$ cat src/rtl/serial_adder_sequencer.sv
// Bit-serial adder controller: one dual-rail full adder is time-shared over a
// WIDTH-bit word, LSB first, with registered sum/carry/zero and a done pulse.

module AdderBlock (
  input  logic b_bit,
  input  logic c_bit,
  input  logic carry_in,
  input  logic carry_in_n,
  output logic sum_bit,
  output logic carry_out,
  output logic carry_out_n
);
  assign sum_bit     = b_bit ^ c_bit ^ carry_in;
  assign carry_out   = (b_bit & c_bit) | (carry_in & (b_bit ^ c_bit));
  // The negative rail is built from complemented inputs so that a rail fault
  // shows up as carry_out == carry_out_n.
  assign carry_out_n = (~b_bit & ~c_bit) | (~b_bit & carry_in_n) | (~c_bit & carry_in_n);
endmodule

module serial_adder_sequencer #(
  parameter int WIDTH = 8
) (
  input  logic             clock,
  input  logic             reset,
  input  logic             start,
  input  logic [WIDTH-1:0] b_in,
  input  logic [WIDTH-1:0] c_in,
  input  logic             carry_init,
  output logic             busy,
  output logic             done,
  output logic [WIDTH-1:0] sum_out,
  output logic             carry_out,
  output logic             zero,
  output logic             fault
);
  localparam int CNT_W = (WIDTH > 2) ? $clog2(WIDTH) : 1;
  localparam logic [CNT_W-1:0] LAST_BIT = CNT_W'(WIDTH - 1);

  typedef enum logic [1:0] {IDLE, ADD, DONE} state_e;

  state_e           state_q;
  logic [WIDTH-1:0] b_sh_q, c_sh_q, sum_sh_q, sum_out_q;
  logic [CNT_W-1:0] bit_cnt_q;
  logic             carry_q, carry_out_q, zero_q, fault_q, busy_q, done_q;

  logic             adder_sum, adder_cout, adder_cout_n;
  logic [WIDTH-1:0] sum_fin_d;

  AdderBlock u_adder (
    .b_bit      (b_sh_q[0]),
    .c_bit      (c_sh_q[0]),
    .carry_in   (carry_q),
    .carry_in_n (~carry_q),
    .sum_bit    (adder_sum),
    .carry_out  (adder_cout),
    .carry_out_n(adder_cout_n)
  );

  // Sum word as it will look once the current bit has been shifted in.
  assign sum_fin_d = {adder_sum, sum_sh_q[WIDTH-1:1]};

  // NOTE: all state below is updated with non-blocking assignments so every
  // register samples the pre-edge values of the others.
  always_ff @(posedge clock or posedge reset) begin
    if (reset) begin
      state_q     <= IDLE;
      b_sh_q      <= '0;
      c_sh_q      <= '0;
      sum_sh_q    <= '0;
      sum_out_q   <= '0;
      bit_cnt_q   <= '0;
      carry_q     <= 1'b0;
      carry_out_q <= 1'b0;
      zero_q      <= 1'b0;
      fault_q     <= 1'b0;
      busy_q      <= 1'b0;
      done_q      <= 1'b0;
    end else begin
      done_q <= 1'b0;
      case (state_q)
        IDLE, DONE: begin
          if (start) begin
            b_sh_q    <= b_in;
            c_sh_q    <= c_in;
            sum_sh_q  <= '0;
            carry_q   <= carry_init;
            bit_cnt_q <= '0;
            fault_q   <= 1'b0;
            busy_q    <= 1'b1;
            state_q   <= ADD;
          end else begin
            state_q <= IDLE;
          end
        end
        ADD: begin
          b_sh_q    <= b_sh_q >> 1;
          c_sh_q    <= c_sh_q >> 1;
          sum_sh_q  <= sum_fin_d;
          carry_q   <= adder_cout;
          bit_cnt_q <= bit_cnt_q + 1'b1;
          if (adder_cout_n == adder_cout) fault_q <= 1'b1;
          if (bit_cnt_q == LAST_BIT) begin
            sum_out_q   <= sum_fin_d;
            carry_out_q <= adder_cout;
            zero_q      <= (sum_fin_d == '0);
            done_q      <= 1'b1;
            busy_q      <= 1'b0;
            state_q     <= DONE;
          end
        end
        default: state_q <= IDLE;
      endcase
    end
  end

  assign busy      = busy_q;
  assign done      = done_q;
  assign sum_out   = sum_out_q;
  assign carry_out = carry_out_q;
  assign zero      = zero_q;
  assign fault     = fault_q;
endmodule

$ cat config.mk
export PLATFORM = sky130hd
export DESIGN_NAME = serial_adder_sequencer
export DESIGN_NICKNAME = d
export VERILOG_FILES = /design/src/rtl/serial_adder_sequencer.sv
export SDC_FILE = /design/constraint.sdc
export NUM_CORES = 1
export LEC_CHECK = 0
export ABC_AREA = 1
export BUFFER_PORTS_ARGS = -buffer_cell sky130_fd_sc_hd__buf_4
export CAP_MARGIN = 20
export CORE_MARGIN = 1
export CORE_UTILIZATION = 25
export CTS_BUF_LIST = sky130_fd_sc_hd__clkbuf_2 sky130_fd_sc_hd__clkbuf_4 sky130_fd_sc_hd__clkbuf_8
export CTS_CLUSTER_DIAMETER = 200
export CTS_CLUSTER_SIZE = 40
export DETAILED_ROUTE_END_ITERATION = 7
export PLACE_DENSITY = 0.48
export SYNTH_ARGS = -nofsm -noshare
export SYNTH_HDL_FRONTEND = slang
export SYNTH_SLANG_ARGS = --single-unit
$ cat constraint.sdc
create_clock -name clock -period 1.5 [get_ports clock]
set_input_delay 0 -clock clock [delete_from_list [all_inputs] [get_ports clock]]
set_output_delay 0 -clock clock [all_outputs]
set_load 0.01 [all_outputs]
==> summary.txt, run 1 <==
GRT
  • Vias in the first global route: 1325
  • Aggregate global-route resource usage: 0.0999
  • Antenna violations before repair: 0
  • Grt total ovfl: 0
  • First-pass GRT wire length: 6530 um
  • Largest net degree at the start of global routing: 43

Critical path
  • Crit-path most repeated cell: ha_1
  • Critical path start-end classification: flip-flop to flip-flop
  • Crit path largest cell delay: 420 ps
  • CP cell instances: ha_1, ha_1, nand2_4, buf_12, nand2_1, o21ai_2
  • CP arrival: ~1600 ps
  • Worst R2R Path Depth: 6
  • Crit Reg-Reg Endpoint: sum_out[0]
  • CP max stage cell: dfrtp_1
  • Worst Path Max Fanout: 16
  • CP delay by family, top: flip-flops
  • Worst R2R Start: bit_cnt_q[0]
  • R2R setup slack: 180 ps
  • Crit. End Element: flip-flop
  • Buf/Inv on CP: 1
  • CP Data Required Time: 1720 ps
  • Critical path startpoint category: flip-flop

Floorplanning
  • Die Height: 91.1 um
  • Ports: 33
  • Site row count: 32
  • Die area: around 8300 um^2
  • Initial Utilization: 0.258
  • Core Region: 7690 um^2
  • Die W: 91.1 um

Yosys
  • Library cells used by synthesis: 19
  • Yosys Warn Count: 0
  • Syn Area/Cell: around 8.6 um^2
  • Sequential fraction of the synthesis area: 0.530
  • Post-synthesis register bit count: 42
  • Mapped cell area: 1980 um^2
  • Syn Nets: 253
  • Gate Count Post-Synth: 230

Routing
  • Drt first pass iters: 4
  • Via density: 3.90
  • Initial DRC count: 49
  • Remaining DRCs: 0
  • Via Count: 1454
  • Antenna Violating Nets Remaining: 0
  • Routed wire length: 3720 um
  • Routed length per placed instance: around 10 um

Clock network
  • Clk buf depth: 2
  • Num CTS Buffers: 5
  • TritonCTS Sinks: 42
  • CTS tree: yes
  • Post_cts resized: 0
  • Worst skew pair latency: 290 ps
  • Setup Buffers After CTS: 0
  • Reg clk slew, reported paths: 80 ps
  • CTS H-tree depth: 2
  • CTS root buf: clkbuf_8

Timing
  • Worst Skew: 4.07 ps
  • Sum of negative setup slack: 0 ps
  • Final hold violation count: 0
  • Slew HR: 0.635
  • RSZ-0062 raised after global routing: false
  • # setup viols final: 0
  • Max Fclk: 755 MHz
  • Final period utilization: 0.883
  • Slew @ Worst Pin: ~550 ps
  • Final Max Slew Viols: 0
  • Minimum clock period: 1320 ps
  • Hold_ws: 7.83 ps

Place
  • Post-DP HPWL: 2520 um
  • # port buffers: 32
  • Final GP Congestion: roughly 0.7
  • Placed Area: 2320 um^2
  • Placed insts: 360

Run
  • Max-Cap Viols: 0

Power
  • Leak pwr: 1.38 nW
  • Worst VDD drop: 0.733 mV
  • PD cells: roughly 2100 nW/um^2

Cells and area
  • Fillcell total: approximately 860
  • # diodes: 0
  • Share of layout cells above drive strength 1: 0.225
  • Final net count: 293
  • Cell Count, Final, Fillers Out: between 300 and 400
  • Fin area: 2510 um^2
  • Layout Utilization: 0.326
  • Area Growth Syn to Fin: 26.5%

Status
  • Status: finished, final reports clean

Min path
  • Hold Crit Class: primary input to flip-flop
  • Start point of the worst hold path: b_in[5]
  • Hold EP: b_sh_q[5]
  • Hold path cells: 5
==> registers in the layout, indices dropped and copies added, names as in the netlist <==
| name | flops |
|---|---|
| bit_cnt_q | 3 |
| sum_out | 8 |
| carry_q | 1 |
| c_sh_q | 8 |
| sum_sh_q | 7 |
| carry_out | 1 |
| zero | 1 |
| b_sh_q | 8 |
| fault | 1 |
| done | 1 |
| state_q | 2 |
| busy | 1 |
==> how the worst max path moves through the flow <==
stage               cells after the start  slack [ps]         end         start
floorplan                               6         260        zero       carry_q
global placement                        6         190  sum_out[4]  bit_cnt_q[0]
detailed placement                      6         190  sum_out[0]  bit_cnt_q[0]
CTS                                     6         170  sum_out[0]  bit_cnt_q[0]
global route                            6          50        zero       carry_q
finish                                  6         180  sum_out[0]  bit_cnt_q[0]
==> worst register-to-register path, delay by kind of cell (launching register included) <==
family | cells | cell delay, ps
and+or+nand+nor | 2 | 200
buffers and inverters | 1 | 160
DFF | 1 | 420
AOI/OAI and AO/OA | 1 | 50
adders and majority gates | 2 | 420
==> layout make-up <==
cell class	instances	area (um^2)	area share
Timing Repair Buffer	41	333	0.133
Tap cell	102	128	0.0508
Multi-Input combinational cell	132	663	0.264
Clock inverter	2	60.1	0.0239
Inverter	48	193	0.0768
Clock buffer	6	82.6	0.0329
Sequential cell	42	1050	0.419
==> placed cells by master, fill, tap and decap left out, drive strengths merged <==
cell type / Yosys / layout
fa: 1 / 1
a21oi: 1 / 1
bufinv: 0 / 2
dlygate4sd3: 0 / 5
nor2: 7 / 7
nand3: 15 / 15
clkbuf: 0 / 6
o22ai: 7 / 7
inv: 48 / 48
ha: 2 / 2
nand2: 86 / 86
buf: 8 / 36
dfrtp: 42 / 42
o21ai: 13 / 13
==> what timing repair did <==
item	in CTS	in global routing
hold buffers	5	0
hold endpoints to repair	46	0
endpoints found under the setup margin	0	0
==> Yosys cell counts <==
library cell / instances / area share
a21oi_2: 1 / 0.0044
buf_2: 2 / 0.0050
buf_4: 1 / 0.0038
buf_6: 4 / 0.023
buf_8: 1 / 0.0076
dfrtp_1: 42 / 0.53
fa_1: 1 / 0.010
ha_1: 2 / 0.013
inv_1: 46 / 0.087
inv_6: 1 / 0.0044
inv_8: 1 / 0.0057
nand2_1: 82 / 0.16
nand2_4: 3 / 0.017
nand2_8: 1 / 0.010
nand3_1: 15 / 0.038
nor2_1: 7 / 0.013
o21ai_0: 3 / 0.0076
o21ai_2: 10 / 0.044
o22ai_1: 7 / 0.022
==> through the flow <==
stage	setup slack, ps	total power (W)
after floorplan	257	0.00370
after global placement	191	0.00420
after detailed placement	192	0.00423
after CTS	168	0.00537
after global routing	49.5	0.00579
final	176	0.00526
==> logic make-up (layout without fill, tap and decap cells) <==
kind of cell / after synthesis / after routing / share of synthesized area
AOI/OAI and AO/OA: 21 / 21 / 0.0782
adders and majority gates: 3 / 3 / 0.0227
buffers and inverters: 56 / 97 / 0.136
DFF: 42 / 42 / 0.530
and+or+nand+nor: 108 / 108 / 0.233
==> per-layer routing <==
| layer | wire, um | vias to the layer above | global-route usage | part of all wire |
|---|---|---|---|---|
| li1 | - | 763 | - | - |
| met1 | 1750 | 662 | 0.130 | 0.47 |
| met2 | 1740 | 24 | 0.157 | 0.47 |
| met3 | 167 | 5 | 0.0335 | 0.045 |
| met4 | 59 | 0 | 0.0317 | 0.016 |
| met5 | 0 | - | 0 | 0 |
==> report_power, final <==
group	total, W	internal [W]	leakage, nW	switching, W
Combinational	0.00227	0.000900	0.787	0.00137
Sequential	0.00189	0.00163	0.525	0.000257
Clock	0.00110	0.000710	0.0714	0.000388
Total	0.00526	0.00324	1.38	0.00201
No activity file was read; power rests on OpenSTA's default activity.
==> inputs of run 2 (changes only) <==
Clock period 1.5 ns to 1.7 ns, I/O delays scaled along.
==> run 2 against run 1 <==
Effect of this change:
- critical path depth did not move
- sequential cell count is the same
- power fell by 16%
- worst setup slack gained 140 ps
- highest routed layer unchanged
- wire length rose by 0.62%
- largest power group unchanged
==> summary.txt, run 2 (synthesis results as in run 1) <==
GRT
  • Grt total ovfl: 0
  • Largest net degree at the start of global routing: 43
  • Aggregate global-route resource usage: 0.102
  • First-pass GRT wire length: about 6800 um
  • Vias in the first global route: 1451
  • Antenna violations before repair: 0

Cells and area
  • Final net count: 290
  • # diodes: 0
  • Share of layout cells above drive strength 1: 0.220
  • Fin area: about 2400 um^2
  • Area Growth Syn to Fin: 23.1%
  • Layout Utilization: 0.318
  • Cell Count, Final, Fillers Out: 370
  • Most common cell after layout, fill and taps aside: nand2_1
  • Highest-count cells in the layout ignoring fill and taps: nand2_1, inv_1, dfrtp_1

Routing
  • Initial DRC count: 74
  • Routed wire length: approximately 3700 um
  • Antenna Violating Nets Remaining: 0
  • Routed length per placed instance: 10.1 um
  • Via Count: 1476
  • Remaining DRCs: 0
  • Drt first pass iters: 4
  • Via density: between 3 and 4

Clock network
  • CTS H-tree depth: 2
  • Reg clk slew, reported paths: 80 ps
  • Setup Buffers After CTS: 0
  • Clk buf depth: 2
  • Worst skew pair latency: around 290 ps
  • CTS root buf: clkbuf_8
  • Num CTS Buffers: 5
  • TritonCTS Sinks: 42
  • CTS tree: yes

Place
  • Placed Area: 2290 um^2
  • Placed insts: 358
  • Post-DP HPWL: 2520 um
  • # port buffers: 32
  • Final GP Congestion: 0.683
  • DP Worst Slack: around 300 ps

Power
  • Worst VDD drop: 0.519 mV
  • Leak pwr: 1.34 nW
  • PD cells: 1820 nW/um^2

Timing
  • Final Max Slew Viols: 0
  • Slew @ Worst Pin: 540 ps
  • Sum of negative setup slack: 0 ps
  • Max Fclk: 720 MHz
  • Final period utilization: 0.817
  • RSZ-0062 raised after global routing: false
  • Slew HR: 0.640
  • Worst Skew: 5.36 ps
  • # setup viols final: 0
  • Minimum clock period: 1390 ps
  • Final hold violation count: 0
  • Worst Setup Slack, final: just over 300 ps

Min path
  • Hold Crit Class: primary input to flip-flop
  • Hold path cells: 5

Critical path
  • Crit path largest cell delay: 410 ps
  • Worst R2R Path Depth: 6
  • CP delay by family, top: adder cells
  • Critical path startpoint category: flip-flop
  • CP cell instances: ha_1, ha_1, nand2_4, inv_1, nand2_1, nand2_1
  • Critical path start-end classification: flip-flop to flip-flop
  • CP arrival: approximately 1600 ps
  • Worst Path Max Fanout: 22
  • Crit. End Element: flip-flop
  • CP max stage cell: dfrtp_1
  • Buf/Inv on CP: 1
  • Critical path depth: 6
  • CP Data Required Time: ~1900 ps

Floorplanning
  • Site row count: 32
  • Ports: 33
  • Initial Utilization: 0.258
  • Core Region: 7690 um^2
  • Die W: slightly above 90 um
  • Die Height: 91.1 um
  • Die area: 8300 um^2

Run
  • Max-Cap Viols: 0

Status
  • Status: finished, final reports clean
==> run 2: final timing paths <==
kind / slack, ps / endpoint / from
hold / removal: 20 / c_sh_q[3] / c_in[3]
setup / recovery: 310 / zero / bit_cnt_q[0]
max in group asynchronous: 920 / state_q[0] / reset
min in group asynchronous: 400 / sum_out[0] / reset
setup reg to reg: 310 / zero / bit_cnt_q[0]
hold reg to reg: 480 / c_sh_q[5] / c_sh_q[5]
==> run 2: timing repair <==
item	CTS	global route
resized for setup	0	0
endpoints found under the hold margin	45	0
hold buffers	4	0
==> run 2: area by class of cell <==
cell class | count | area [um^2]
clock inverter | 3 | 45.0
multi-input combinational | 132 | 663
sequential | 42 | 1050
inverter | 48 | 193
tap | 102 | 128
clock buffer | 5 | 68.8
timing repair buffer | 38 | 295
fill | 874 | 5240
==> run 2: tightest hold or removal path, delay by kind of cell <==
kind,cells,cell delay (ps)
simple gates,3,170
buf+inv,2,100
==> run 2: power breakdown <==
part / leakage (nW) / switching (W) / internal [W]
logic: 0.767 / 0.00121 / 0.000761
clock network: 0.0504 / 0.000358 / 0.000437
registers: 0.525 / 0.000229 / 0.00144
==> run 2: per-stage QoR <==
step                      hold WS (ps)  power, W
after detailed placement           194   0.00372
after global routing              25.2   0.00494
after floorplan                    121   0.00327
after CTS                         7.78   0.00454
final                             15.6   0.00444
after global placement             192   0.00367
==> run 2: routing by layer <==
layer,GRT usage,part of all wire
met1,0.125,0.47
met2,0.175,0.48
met3,0.0260,0.043
met4,0.0357,0.012
met5,0,0
